$ cat src/rtl/arqui_router.sv
// arqui_router: one input stream buffered in a main FIFO and routed by its
// top CH_BITS bits to 2**CH_BITS independently popped output FIFOs.
// A small FSM tracks reset/init/idle/active and a sticky error state.
module arqui_router #(
  parameter int DATA_WIDTH = 6,
  parameter int CH_BITS    = 1,
  parameter int MAIN_DEPTH = 4,
  parameter int OUT_DEPTH  = 4
) (
  input  logic                                clk,
  input  logic                                reset,
  input  logic                                init,
  input  logic [$clog2(MAIN_DEPTH):0]         umbral_main,
  input  logic [$clog2(OUT_DEPTH):0]          umbral_out,
  input  logic                                push,
  input  logic [DATA_WIDTH-1:0]               data_in,
  input  logic [(2**CH_BITS)-1:0]             pop,
  output logic [(2**CH_BITS)*DATA_WIDTH-1:0]  data_out,
  output logic [(2**CH_BITS)-1:0]             valid_out,
  output logic [(2**CH_BITS)-1:0]             empty_out,
  output logic                                pause,
  output logic [2:0]                          state,
  output logic                                idle_out,
  output logic                                error_out
);
  localparam int NUM_CH = 2**CH_BITS;
  localparam int MA     = $clog2(MAIN_DEPTH);
  localparam int OA     = $clog2(OUT_DEPTH);
  localparam logic [MA:0] M_FULL = MAIN_DEPTH[MA:0];
  localparam logic [MA:0] M_DEF  = M_FULL - 1'b1;
  localparam logic [OA:0] O_FULL = OUT_DEPTH[OA:0];
  localparam logic [OA:0] O_DEF  = O_FULL - 1'b1;

  typedef enum logic [2:0] {
    S_RESET  = 3'd0,
    S_INIT   = 3'd1,
    S_IDLE   = 3'd2,
    S_ACTIVE = 3'd3,
    S_ERROR  = 3'd4
  } state_t;

  state_t                   st;
  logic [MA:0]              thr_main, m_cnt, um_eff;
  logic [OA:0]              thr_out, uo_eff;
  logic [MA-1:0]            m_wptr, m_rptr;
  logic [DATA_WIDTH-1:0]    m_mem [MAIN_DEPTH];
  logic [DATA_WIDTH-1:0]    head;
  logic [CH_BITS-1:0]       head_ch;
  logic [NUM_CH-1:0][OA:0]  ch_cnt;
  logic [NUM_CH-1:0]        do_pop;
  logic live, overflow, underflow, go_err, run, do_push, do_xfer, all_empty;

  assign head    = m_mem[m_rptr];
  assign head_ch = head[DATA_WIDTH-1 -: CH_BITS];

  // Out-of-range thresholds fall back to depth-1
  assign um_eff = (umbral_main == '0 || umbral_main > M_FULL) ? M_DEF : umbral_main;
  assign uo_eff = (umbral_out  == '0 || umbral_out  > O_FULL) ? O_DEF : umbral_out;

  // An erroneous request freezes everything on the very edge it is seen
  assign live      = (st == S_IDLE) || (st == S_ACTIVE);
  assign overflow  = push && (m_cnt == M_FULL);
  assign underflow = |(pop & empty_out);
  assign go_err    = live && (overflow || underflow);
  assign run       = live && !overflow && !underflow;
  assign do_push   = run && push;
  assign do_pop    = run ? pop : '0;
  // In-order routing: a blocked head stalls every channel
  assign do_xfer   = run && (st == S_ACTIVE) && (m_cnt != '0) &&
                     (ch_cnt[head_ch] < thr_out);
  assign all_empty = (m_cnt == '0) && (&empty_out);

  assign pause     = m_cnt >= thr_main;
  assign state     = st;
  assign idle_out  = (st == S_IDLE);
  assign error_out = (st == S_ERROR);

  // Main FIFO storage (not reset; validity tracked by the count)
  always_ff @(posedge clk)
    if (do_push) m_mem[m_wptr] <= data_in;

  // Main FIFO pointers and occupancy
  always_ff @(posedge clk or posedge reset) begin
    if (reset) begin
      m_wptr <= '0;
      m_rptr <= '0;
      m_cnt  <= '0;
    end else begin
      if (do_push) m_wptr <= m_wptr + 1'b1;
      if (do_xfer) m_rptr <= m_rptr + 1'b1;
      m_cnt <= m_cnt + {{MA{1'b0}}, do_push} - {{MA{1'b0}}, do_xfer};
    end
  end

  // Control FSM with threshold capture during INIT
  always_ff @(posedge clk or posedge reset) begin
    if (reset) begin
      st       <= S_RESET;
      thr_main <= M_DEF;
      thr_out  <= O_DEF;
    end else begin
      case (st)
        S_RESET: st <= S_INIT;
        S_INIT: begin
          thr_main <= um_eff;
          thr_out  <= uo_eff;
          if (!init) st <= S_IDLE;
        end
        S_IDLE: begin
          if (go_err)                       st <= S_ERROR;
          else if (init)                    st <= S_INIT;
          else if (push || m_cnt != '0)     st <= S_ACTIVE;
        end
        S_ACTIVE: begin
          if (go_err)                       st <= S_ERROR;
          else if (all_empty && !push)      st <= S_IDLE;
        end
        S_ERROR: st <= S_ERROR;
        default: st <= S_RESET;
      endcase
    end
  end

  for (genvar i = 0; i < NUM_CH; i++) begin : g_ch
    logic [DATA_WIDTH-1:0] mem [OUT_DEPTH];
    logic [OA-1:0]         wp, rp;
    logic [OA:0]           cnt;
    logic [DATA_WIDTH-1:0] dout;
    logic                  vld, wr;

    assign wr = do_xfer && (head_ch == CH_BITS'(i));

    // Channel storage
    always_ff @(posedge clk)
      if (wr) mem[wp] <= head;

    // Channel pointers, occupancy and registered read port
    always_ff @(posedge clk or posedge reset) begin
      if (reset) begin
        wp   <= '0;
        rp   <= '0;
        cnt  <= '0;
        dout <= '0;
        vld  <= 1'b0;
      end else begin
        if (wr) wp <= wp + 1'b1;
        if (do_pop[i]) begin
          dout <= mem[rp];
          rp   <= rp + 1'b1;
        end
        vld <= do_pop[i];
        cnt <= cnt + {{OA{1'b0}}, wr} - {{OA{1'b0}}, do_pop[i]};
      end
    end

    assign ch_cnt[i]                             = cnt;
    assign empty_out[i]                          = (cnt == '0);
    assign valid_out[i]                          = vld;
    assign data_out[i*DATA_WIDTH +: DATA_WIDTH]  = dout;
  end

endmodule

$ cat config.mk
export PLATFORM = sky130hd
export DESIGN_NAME = arqui_router
export DESIGN_NICKNAME = d
export VERILOG_FILES = /design/src/rtl/arqui_router.sv
export SDC_FILE = /design/constraint.sdc
export NUM_CORES = 1
export LEC_CHECK = 0
export ABC_AREA = 1
export ABC_CLOCK_PERIOD_IN_PS = 9120
export BUFFER_PORTS_ARGS = -buffer_cell sky130_fd_sc_hd__buf_4
export CORE_ASPECT_RATIO = 0.8
export CORE_UTILIZATION = 64
export CTS_CLUSTER_SIZE = 12
export DETAILED_ROUTE_END_ITERATION = 12
export PLACE_DENSITY = 0.86
export SKIP_LAST_GASP = 1
export SYNTH_ARGS = -nofsm -noshare
export SYNTH_HDL_FRONTEND = slang
export SYNTH_SLANG_ARGS = --single-unit
$ cat constraint.sdc
create_clock -name clk -period 9.12 [get_ports clk]
set_clock_uncertainty 0.05 [all_clocks]
set_input_delay 0.456 -clock clk [delete_from_list [all_inputs] [get_ports clk]]
set_output_delay 0.456 -clock clk [all_outputs]
set_load 0.005 [all_outputs]
## Yosys cells after proc, flatten, opt, wreduce, memory -nomap -nowiden

Memories as Yosys holds them, arrays and structs flattened. A register that Yosys moved wholly into a read port is not among the register bits.
Index checks and enable logic that the tools add are counted.

- Flip-flop bits (word level): 32
- Bits in writable memories: 72
- Output and inout port bits: 22
- Word-level logic and storage cells: 92
- Memories kept: 3

Memories:

| name | words | width | rd ports | clocked after memory_dff | wr ports | line | source |
|---|---|---|---|---|---|---|---|
| g_ch[0].mem | 4 | 6 | 1 | 1 | 1 | 125 | `logic [DATA_WIDTH-1:0] mem [OUT_DEPTH];` |
| g_ch[1].mem | 4 | 6 | 1 | 1 | 1 | 125 |  |
| m_mem | 4 | 6 | 1 | 0 | 1 | 46 | `logic [DATA_WIDTH-1:0] m_mem [MAIN_DEPTH];` |

- $add $sub $neg: 12
- Magnitude comparators: 5
- Equal/unequal tests: 8
- Multiplexer cells: 18
- Bitwise gates (word level): 2
- Reductions and logical operators: 30

Operator list:

| operator | number |
|---|---|
| two-way mux 3 bit | 10 |
| logical NOT 3 bit | 6 |
| case mux 3 bit (5 select lines) | 1 |
| adder 2 x 1 -> 2 bit (second input constant) | 6 |
| logical AND 1 bit | 12 |
| adder 3 x 1 -> 3 bit | 3 |
| subtractor 3 x 1 -> 3 bit | 3 |
| == test 3 x 2 -> 1 bit (second input constant) | 2 |
| == test 3 bit (second input constant) | 2 |
| greater-than comparator 3 bit (second input constant) | 2 |
| two-way mux 1 bit | 6 |
| logical OR 1 bit | 5 |
| inequality test 4 x 2 -> 1 bit (second input constant) | 1 |
| == test 3 x 1 -> 1 bit (second input constant) | 1 |
| greater-or-equal comparator 3 bit | 1 |
| logical NOT 1 bit | 3 |
| less-than comparator 3 bit | 1 |
| inequality test 3 x 2 -> 1 bit (second input constant) | 1 |
| AND reduction 3 bit | 1 |
| nonzero test 3 bit | 1 |
| bitwise AND 2 bit | 1 |
| less-than comparator 1 x 2 -> 1 bit (second input constant) | 1 |
| two-way mux 2 bit | 1 |
| inequality test 2 bit (second input constant) | 1 |
| 3 further kinds | 3 |

## Longest topological paths before layout

Gate-level depths: netlist of the first run.

- Word-level depth: 11
- Gate-level depth with buffers: 19

## Least setup slack after synthesis of the first run

OpenSTA, ideal clock, no wires.

- Kind: reg-to-reg
- Start point: reg m_rptr[1]
- End point: reg g_ch[0].cnt[2]
- Setup time: 0.129 ns
- Arrival: 3.015 ns
- Data required time: 8.941 ns
- Slack: 5.926 ns
- Cell stages (with the launch flop): 20
- Path buffers: 1
- Clock period less this slack: 3.194 ns
- Path through: dfrtp_1 -> buf_2 -> inv_1 -> nand3_2 -> nand2_4 -> inv_2 -> nand2_1 -> o21ai_0 -> ha_1 -> a21oi_1 -> nand2_1 -> nor2_4 -> nand3_4 -> ha_1 -> inv_1 -> ha_1 -> inv_1 -> fa_1 -> xnor2_1 -> xor2_1

- Word-level cells in the longest chain between the ends: 8

RTL lines:

| what | line | source |
|---|---|---|
| start: declaration | 45 | `logic [MA-1:0] m_wptr, m_rptr;` |
| start signal: assignment | 90 | `if (do_xfer) m_rptr <= m_rptr + 1'b1;` |
| memory (4 x 6 bit) (*) | - |  |
| named net head[5] | 47 | `logic [DATA_WIDTH-1:0] head;` |
| two-way mux 3 bit (implied by the code) (2 in a row) | 70 | `(ch_cnt[head_ch] < thr_out);` |
| less-than comparator 3 bit | 70 |  |
| logical AND 1 bit | 69 | `assign do_xfer = run && (st == S_ACTIVE) && (m_cnt != '0) &&` |
| logical AND 1 bit (*) | 131 | `assign wr = do_xfer && (head_ch == CH_BITS'(i));` |
| adder 3 x 1 -> 3 bit (*) | 152 | `cnt <= cnt + {{OA{1'b0}}, wr} - {{OA{1'b0}}, do_pop[i]};` |
| subtractor 3 x 1 -> 3 bit (*) | 152 |  |
| end signal: assignment | 152 |  |
| end: declaration | 127 | `logic [OA:0] cnt;` |

The timed path passes the listed nets; every way through them passes the cells marked *. The select of a mux whose other input is x is not followed.
A chain may end at the register's enable or synchronous reset.

## Worst setup path after layout of the first run

- Start point: reg m_rptr[0]
- End point: reg g_ch[0].cnt[2]

The elaborated chain is that of the path after synthesis.

==> metrics.md, run 1 <==
| Metric | Value |
|---|---|
| Post-synthesis simple-gate area fraction | `15.1%` |
| Synthesized cell area | `0.00516 mm²` |
| Vias in the first global route | `3529` |
| Syn Area/Cell | `11.2 µm²` |
| Fmax | `0.262 GHz` |
| Startpoint types | `register` |
| Area Overhead vs Synth | `19.1%` |
| First-pass iteration count of the detailed router | `5` |
| Tmin final | `3.82 ns` |
| Count of standard-cell rows | `28` |
| DIE HEIGHT | `82.3 µm` |
| Grt ovf | `0` |
| Core Area | `0.00760 mm²` |
| CTS Sinks | `116` |
| Fin crit share | `41.9%` |
| Placed inst area | `0.00553 mm²` |
| Peak VDD IR | `0.211 mV` |
| CTS tree | `yes` |
| Final Worst Setup Slack | `5.30 ns` |
| Sequential power share | `37.0%` |
| Lkg Pwr | `0.00267 µW` |
| Max-cap viol count | `0` |
| Final count of negative-setup-slack endpoints | `0` |
| Crit path required time | `9.51 ns` |
| CP max stage delay | `0.60 ns` |
| Slew headroom | `36.1%` |
| Flops & latches, synth | `116` |
| Ports | `40` |
| Initial DRC Count | `288` |
| Worst r2r src | `m_rptr[0]` |
| Initial core utilization | `67.9%` |
| GP Congestion | `0.834` |
| Seq/Total Area, Yosys | `63.3%` |
| RSZ-0062 raised after global routing | `no` |
| Slowest-stage cell, CP | `dfrtp_1` |
| Mux contribution to synthesized area | `0%` |
| Clock Power Share | `30.1%` |
| Max Fanout on Critical Path | `15` |
| Design Power | `2320 µW` |
| Vias | `3529` |
| Bufs and invs on worst path | `4` |
| CP Capture Type | `register` |
| Residual DRC | `0` |
| Final Hold Viols | `0` |
| Synth Area in XOR/XNOR | `2.04%` |
| Internal power | `1490 µW` |
| Vias per inst | `5.66` |
| Combinational Power Share | `32.8%` |
| Switch Pwr | `831 µW` |
| Share of layout cells above drive strength 1 | `17.5%` |
| Clk Latency, worst-skew pair | `0.52 ns` |
| Initial antenna violation count | `0` |
| Synth warn | `0` |
| Die W | `102 µm` |
| Pre-CTS setup slack | `5.34 ns` |
| CTS Buf Count | `17` |
| Commonest cells after routing, fill and taps aside | `73 x nand2_1, 72 x edfxtp_1, 67 x nor2_1, 51 x inv_1, 40 x dfrtp_1` |
| Synth cell types | `31` |
| # H-tree levels | `4` |
| Post-Syn Nets | `506` |
| GRT Total Usage | `28.5%` |
| Crit path launch | `m_rptr[0]` |
| Clock root cell | `clkbuf_8` |
| Outcome | `completed` |
| Sw frac | `35.8%` |
| # hold bufs at CTS | `0` |
| Largest net degree at the start of global routing | `45` |
| Compound-Gate Fraction of Synth Area | `7.00%` |
| Port buffer count | `39` |
| Worst-path clk slew | `0.06 ns` |
| Slew Limit Fails | `0` |
| Die Area | `0.00843 mm²` |
| Post-CTS Repair Setup Buffers | `0` |
| Top Family by Delay on Critical Path | `adder cells` |
| Area share of fa/ha/maj cells after synthesis | `7.22%` |
| Setup_tns | `0 ns` |
| R2r setup slk | `5.30 ns` |
| Post-DP HPWL | `6.71 mm` |
| Synth Instances | `460` |
| Wire per inst | `16.9 µm` |
| Slew of the pin with the lowest slew margin | `0.957 ns` |
| WP data arrival | `4.21 ns` |
| Hold path startpoint | `data_in[5]` |
| Cell mode on critical path | `ha_1` |
| Remaining antenna violation count | `0` |
| Antenna diodes | `0` |
| Leading cell type in the layout, fill and taps excluded | `nand2_1` |
| Nets@finish | `552` |
| Chain of cells forming the critical path | `inv_2 > nand2_1 > nand3_1 > nand2_4 > inv_2 > o21ai_0 > ha_1 > a21oi_1 > nand2_1 > nor2_4 > nand3_4 > ha_1 > inv_1 > ha_1 > inv_1 > fa_1 > xnor2_1 > xor2_1` |
| Critical path type | `register to register` |
| Fin util | `80.9%` |
| Post-route design area | `0.00615 mm²` |
| Max Buffers Root-to-Sink | `2` |
| Power Dens Cells | `377 mW/mm²` |
| Drt total wl | `10.6 mm` |
| Largest family of logic cells by synthesized area | `simple AND/OR/NAND/NOR gates` |
| Resized Gates After CTS | `0` |
| Global-route wire length before repair | `17.2 mm` |
| Min-Delay Path Class | `primary input to register` |
==> final cells by class <==
cell class                 instances  area [µm²]
timing repair buffer              39         293
inverter                          58         223
tap                              105         131
fill                             387        1450
clock inverter                    11         185
clock buffer                      21         429
multi-input combinational        274        1620
sequential                       116        3270
==> stage by stage <==
step / hold slack (ns) / instances
after floorplan: 0.395 / 460
after global placement: 0.410 / 592
after detailed placement: 0.414 / 592
after CTS: 0.0742 / 624
after global routing: 0.0665 / 624
final: 0.0884 / 624
==> flip-flops by register name, summed over array words and instances (netlist names) <==
name,flops
g_ch.cnt,6
g_ch.dout,12
g_ch.mem,48
g_ch.rp,4
g_ch.vld,2
g_ch.wp,4
m_cnt,3
m_mem,24
m_rptr,2
m_wptr,2
state,3
thr_main,3
thr_out,3
==> power by group through the flow <==
stage	registers [µW]	clock network, µW	logic [µW]
floorplan	812	0	555
global placement	854	0	690
detailed placement	862	0	742
CTS	856	701	763
global route	877	728	864
finish	859	699	762
==> per-layer routing <==
metal	up-vias	GRT usage [%]	part of all wire (%)
met1	1740	35.4	43
li1	1639	-	-
met5	-	0	0
met4	0	9.71	1.1
met3	16	8.33	5.2
met2	134	48.3	50
==> cells by family after synthesis <==
group / Yosys count
AOI/OAI and AO/OA: 61
xor gates and xnor gates: 12
adders and majority gates: 28
buffers and inverters: 70
DFF: 116
and+or+nand+nor: 173
==> final timing paths <==
kind                                   to  cells after the start
setup / recovery           g_ch[0].cnt[2]                     18
hold / removal                m_mem[2][5]                      1
setup reg to reg           g_ch[0].cnt[2]                     18
hold reg to reg               thr_main[0]                      2
max in group asynchronous       m_rptr[1]                      2
min in group asynchronous        state[2]                      2
==> cell usage after synthesis (all sizes together) <==
cell type	n	area [µm²]
nand4	6	43.8
o21ai	39	195
xor2	5	43.8
buf	3	20.0
xnor2	7	61.3
dfrtp	40	1000
dfstp	4	105
clkbuf	9	33.8
nor2	70	275
inv	58	223
ha	25	313
nor3	3	15.0
o32ai	12	105
fa	3	60.1
edfxtp	72	2160
nand2	78	325
a21oi	3	15.0
o211ai	2	15.0
o22ai	5	31.3
nand3	16	120
No activity file was read; power rests on OpenSTA's default activity.
==> run 2, diff against run 1 <==
--- a/config.mk
+++ b/config.mk
@@ -6,13 +6,13 @@
 export NUM_CORES = 1
 export LEC_CHECK = 0
 export ABC_AREA = 1
-export ABC_CLOCK_PERIOD_IN_PS = 9120
+export ABC_CLOCK_PERIOD_IN_PS = 3300
 export BUFFER_PORTS_ARGS = -buffer_cell sky130_fd_sc_hd__buf_4
 export CORE_ASPECT_RATIO = 0.8
-export CORE_UTILIZATION = 64
+export CORE_UTILIZATION = 54
 export CTS_CLUSTER_SIZE = 12
 export DETAILED_ROUTE_END_ITERATION = 12
-export PLACE_DENSITY = 0.86
+export PLACE_DENSITY = 0.78
 export SKIP_LAST_GASP = 1
 export SYNTH_ARGS = -nofsm -noshare
 export SYNTH_HDL_FRONTEND = slang
==> constraint.sdc (replaced) <==
create_clock -name clk -period 3.3 [get_ports clk]
set_clock_uncertainty 0.05 [all_clocks]
set_input_delay 0.165 -clock clk [delete_from_list [all_inputs] [get_ports clk]]
set_output_delay 0.165 -clock clk [all_outputs]
set_load 0.005 [all_outputs]
==> run 2 against run 1 <==
The flow now finishes with violations (design-rule violations). Fmax grew 21%. Sequential power increased to 2.7 times the previous value. Critical path depth increased by 1. Largest cell class unchanged. Largest power group unchanged.
==> metrics.md, run 2 (synthesized netlist as in run 1, its figures left out) <==
| Metric | Value |
|---|---|
| Slew Limit Fails | `0 (unchanged)` |
| WP data arrival | `3.40 ns (-0.81 ns)` |
| Port buffer count | `39 (unchanged)` |
| Final Hold Viols | `0 (unchanged)` |
| Fin crit share | `95.7% (+54 points)` |
| Initial DRC Count | `264 (-8.3%)` |
| Max reg flops | `48 (unchanged)` |
| Count of standard-cell rows | `31 (+11%)` |
| Lkg Pwr | `0.00279 µW (+4.6%)` |
| Die W | `111 µm (+8.7%)` |
| Vias | `3469 (-1.7%)` |
| Crit path required time | `3.54 ns (-5.97 ns)` |
| CTS Sinks | `116 (unchanged)` |
| Global-route wire length before repair | `16.2 mm (-5.7%)` |
| Grt ovf | `0 (unchanged)` |
| Share of layout cells above drive strength 1 | `21.5% (+4.0 points)` |
| Remaining antenna violation count | `0 (unchanged)` |
| Initial core utilization | `56.4% (-12 points)` |
| CP Capture Type | `register` |
| Pre-CTS setup slack | `-0.0345 ns (-5.37 ns)` |
| Power Dens Cells | `1010 mW/mm² (+170%)` |
| Fmax | `0.317 GHz (+21%)` |
| Min-Delay Path Class | `primary input to register` |
| DIE HEIGHT | `89.5 µm (+8.7%)` |
| CP max stage delay | `0.42 ns (-0.18 ns)` |
| Slew headroom | `38.7% (+2.6 points)` |
| Max Fanout on Critical Path | `7 (-8)` |
| Area Overhead vs Synth | `24.4%` |
| Final Worst Setup Slack | `0.142 ns (-5.16 ns)` |
| Top Family by Delay on Critical Path | `adder cells` |
| Peak VDD IR | `0.625 mV (+200%)` |
| Global route hottest layer | `met2` |
| Core Area | `0.00915 mm² (+20%)` |
| Area of the multi-input gates | `0.00166 mm² (+2.4%)` |
| Max-cap viol count | `0 (unchanged)` |
| Met2 Track Usage GR | `37.5% (-11 points)` |
| Wire per inst | `15.3 µm (-9.6%)` |
| Nets@finish | `581 (+5.3%)` |
| Regs by FF count | `g_ch.mem (48), m_mem (24), g_ch.dout (12)` |
| Clock root cell | `clkbuf_16` |
| Largest net degree at the start of global routing | `45 (unchanged)` |
| Commonest cells after routing, fill and taps aside | `72 x edfxtp_1, 70 x nand2_1, 67 x nor2_1, 55 x buf_4, 50 x inv_1` |
| CTS Buf Count | `17 (unchanged)` |
| Drt total wl | `10.2 mm (-3.9%)` |
| Bufs and invs on worst path | `5 (+1)` |
| Slew of the pin with the lowest slew margin | `0.919 ns (-0.0385 ns)` |
| Antenna diodes | `0 (unchanged)` |
| GRT Total Usage | `22.1% (-6.4 points)` |
| Sequential cell area | `0.00327 mm² (about the same)` |
| Chain of cells forming the critical path | `inv_2 > nand2_2 > nand3_2 > nand2_4 > inv_4 > nand2_1 > o21ai_1 > ha_1 > a21oi_2 > nand2_2 > nor2_4 > buf_6 > nand3_4 > ha_1 > inv_1 > ha_1 > inv_1 > fa_1 > xnor2_1` |
| Clk Latency, worst-skew pair | `0.41 ns (-0.11 ns)` |
| Vias in the first global route | `3426 (-2.9%)` |
| Worst-path clk slew | `0.05 ns (about the same)` |
| CTS tree | `yes` |
| Post-DP HPWL | `6.75 mm (+0.56%)` |
| GP Congestion | `0.792 (-5.0%)` |
| Final count of negative-setup-slack endpoints | `0 (unchanged)` |
| Non-Filler Instances | `663 (+6.3%)` |
| Leading cell type in the layout, fill and taps excluded | `edfxtp_1` |
| Tmin final | `3.16 ns (-0.660 ns)` |
| Cell mode on critical path | `ha_1` |
| Met3 GRT Util | `6.51% (-1.8 points)` |
| Failing checks | `design-rule violations` |
| Initial antenna violation count | `0 (unchanged)` |
| Startpoint types | `register` |
| Die Area | `0.00996 mm² (+18%)` |
| Outcome | `complete, but fails checks` |
| Most flops, register | `g_ch.mem` |
| Dpl cells | `606 (+2.4%)` |
| Ports | `40 (unchanged)` |
| Worst hold slack | `0.0580 ns (-0.0304 ns)` |
| Critical path type | `register to register` |
| Max Buffers Root-to-Sink | `2 (unchanged)` |
| Residual DRC | `4 (+4)` |
| Slowest-stage cell, CP | `dfrtp_1` |
| Grt met1 use | `26.6% (-8.8 points)` |
| # H-tree levels | `4 (unchanged)` |
| Fill cells | `618 (+60%)` |
| First-pass iteration count of the detailed router | `11 (+6)` |
| Vias per inst | `5.23 (-7.5%)` |
## run 2: final timing paths
path	from	endpoint	slack, ns	depth (start not counted)
setup / recovery	m_rptr[0]	g_ch[1].cnt[2]	0.14	19
hold / removal	umbral_out[2]	thr_out[2]	0.06	4
setup reg to reg	m_rptr[0]	g_ch[1].cnt[2]	0.14	19
hold reg to reg	thr_main[0]	thr_main[0]	0.42	2
max in group asynchronous	reset	m_rptr[1]	2.08	3
min in group asynchronous	reset	thr_out[2]	0.48	3
## run 2: per-layer routing
metal | part of all wire (%) | vias to the layer above
met4 | 1.3 | 0
met1 | 45 | 1665
met5 | 0 | -
met2 | 49 | 92
met3 | 4.8 | 14
li1 | - | 1698
## run 2: where the power goes
| part | switching, µW | internal (µW) | leakage, µW | total, µW |
|---|---|---|---|---|
| clock network | 618 | 1170 | 0.000279 | 1790 |
| logic | 1380 | 954 | 0.00133 | 2330 |
| registers | 322 | 2040 | 0.00118 | 2360 |
| total | 2320 | 4160 | 0.00279 | 6480 |
## run 2: what timing repair did
action,4_1_cts,5_1_grt
hold endpoints to repair,69,0
setup buffers,0,13
pin swaps,0,9
setup endpoints to repair,3,6
hold buffers,12,0
resized for setup,1,13
## run 2: worst register-to-register path, stage by stage, from the launching register on
cell	delay, ns
dfrtp_1	0.42
inv_2	0.08
nand2_2	0.08
nand3_2	0.10
nand2_4	0.15
inv_4	0.06
nand2_1	0.06
o21ai_1	0.06
ha_1	0.32
a21oi_2	0.17
nand2_2	0.08
nor2_4	0.12
buf_6	0.14
nand3_4	0.11
ha_1	0.29
inv_1	0.06
ha_1	0.14
inv_1	0.05
fa_1	0.38
xnor2_1	0.14
## run 2: stage by stage
step	total power [µW]	utilization [%]	cell area (µm²)	TNS, ns
floorplan	3780	-	5160	0
global placement	4320	60.9	5580	0
detailed placement	4480	60.9	5580	-0.0709
CTS	6320	68.5	6270	0
global route	6900	70.1	6420	-0.228
finish	6480	70.1	6420	0
## run 2: cell type report
| cell class | count | area share (%) |
|---|---|---|
| clock buffer | 20 | 6.80 |
| clock inverter | 12 | 2.20 |
| inverter | 58 | 3.55 |
| timing repair buffer | 68 | 8.48 |
| multi-input combinational | 274 | 25.8 |
| sequential | 116 | 50.9 |
| tap | 115 | 2.24 |
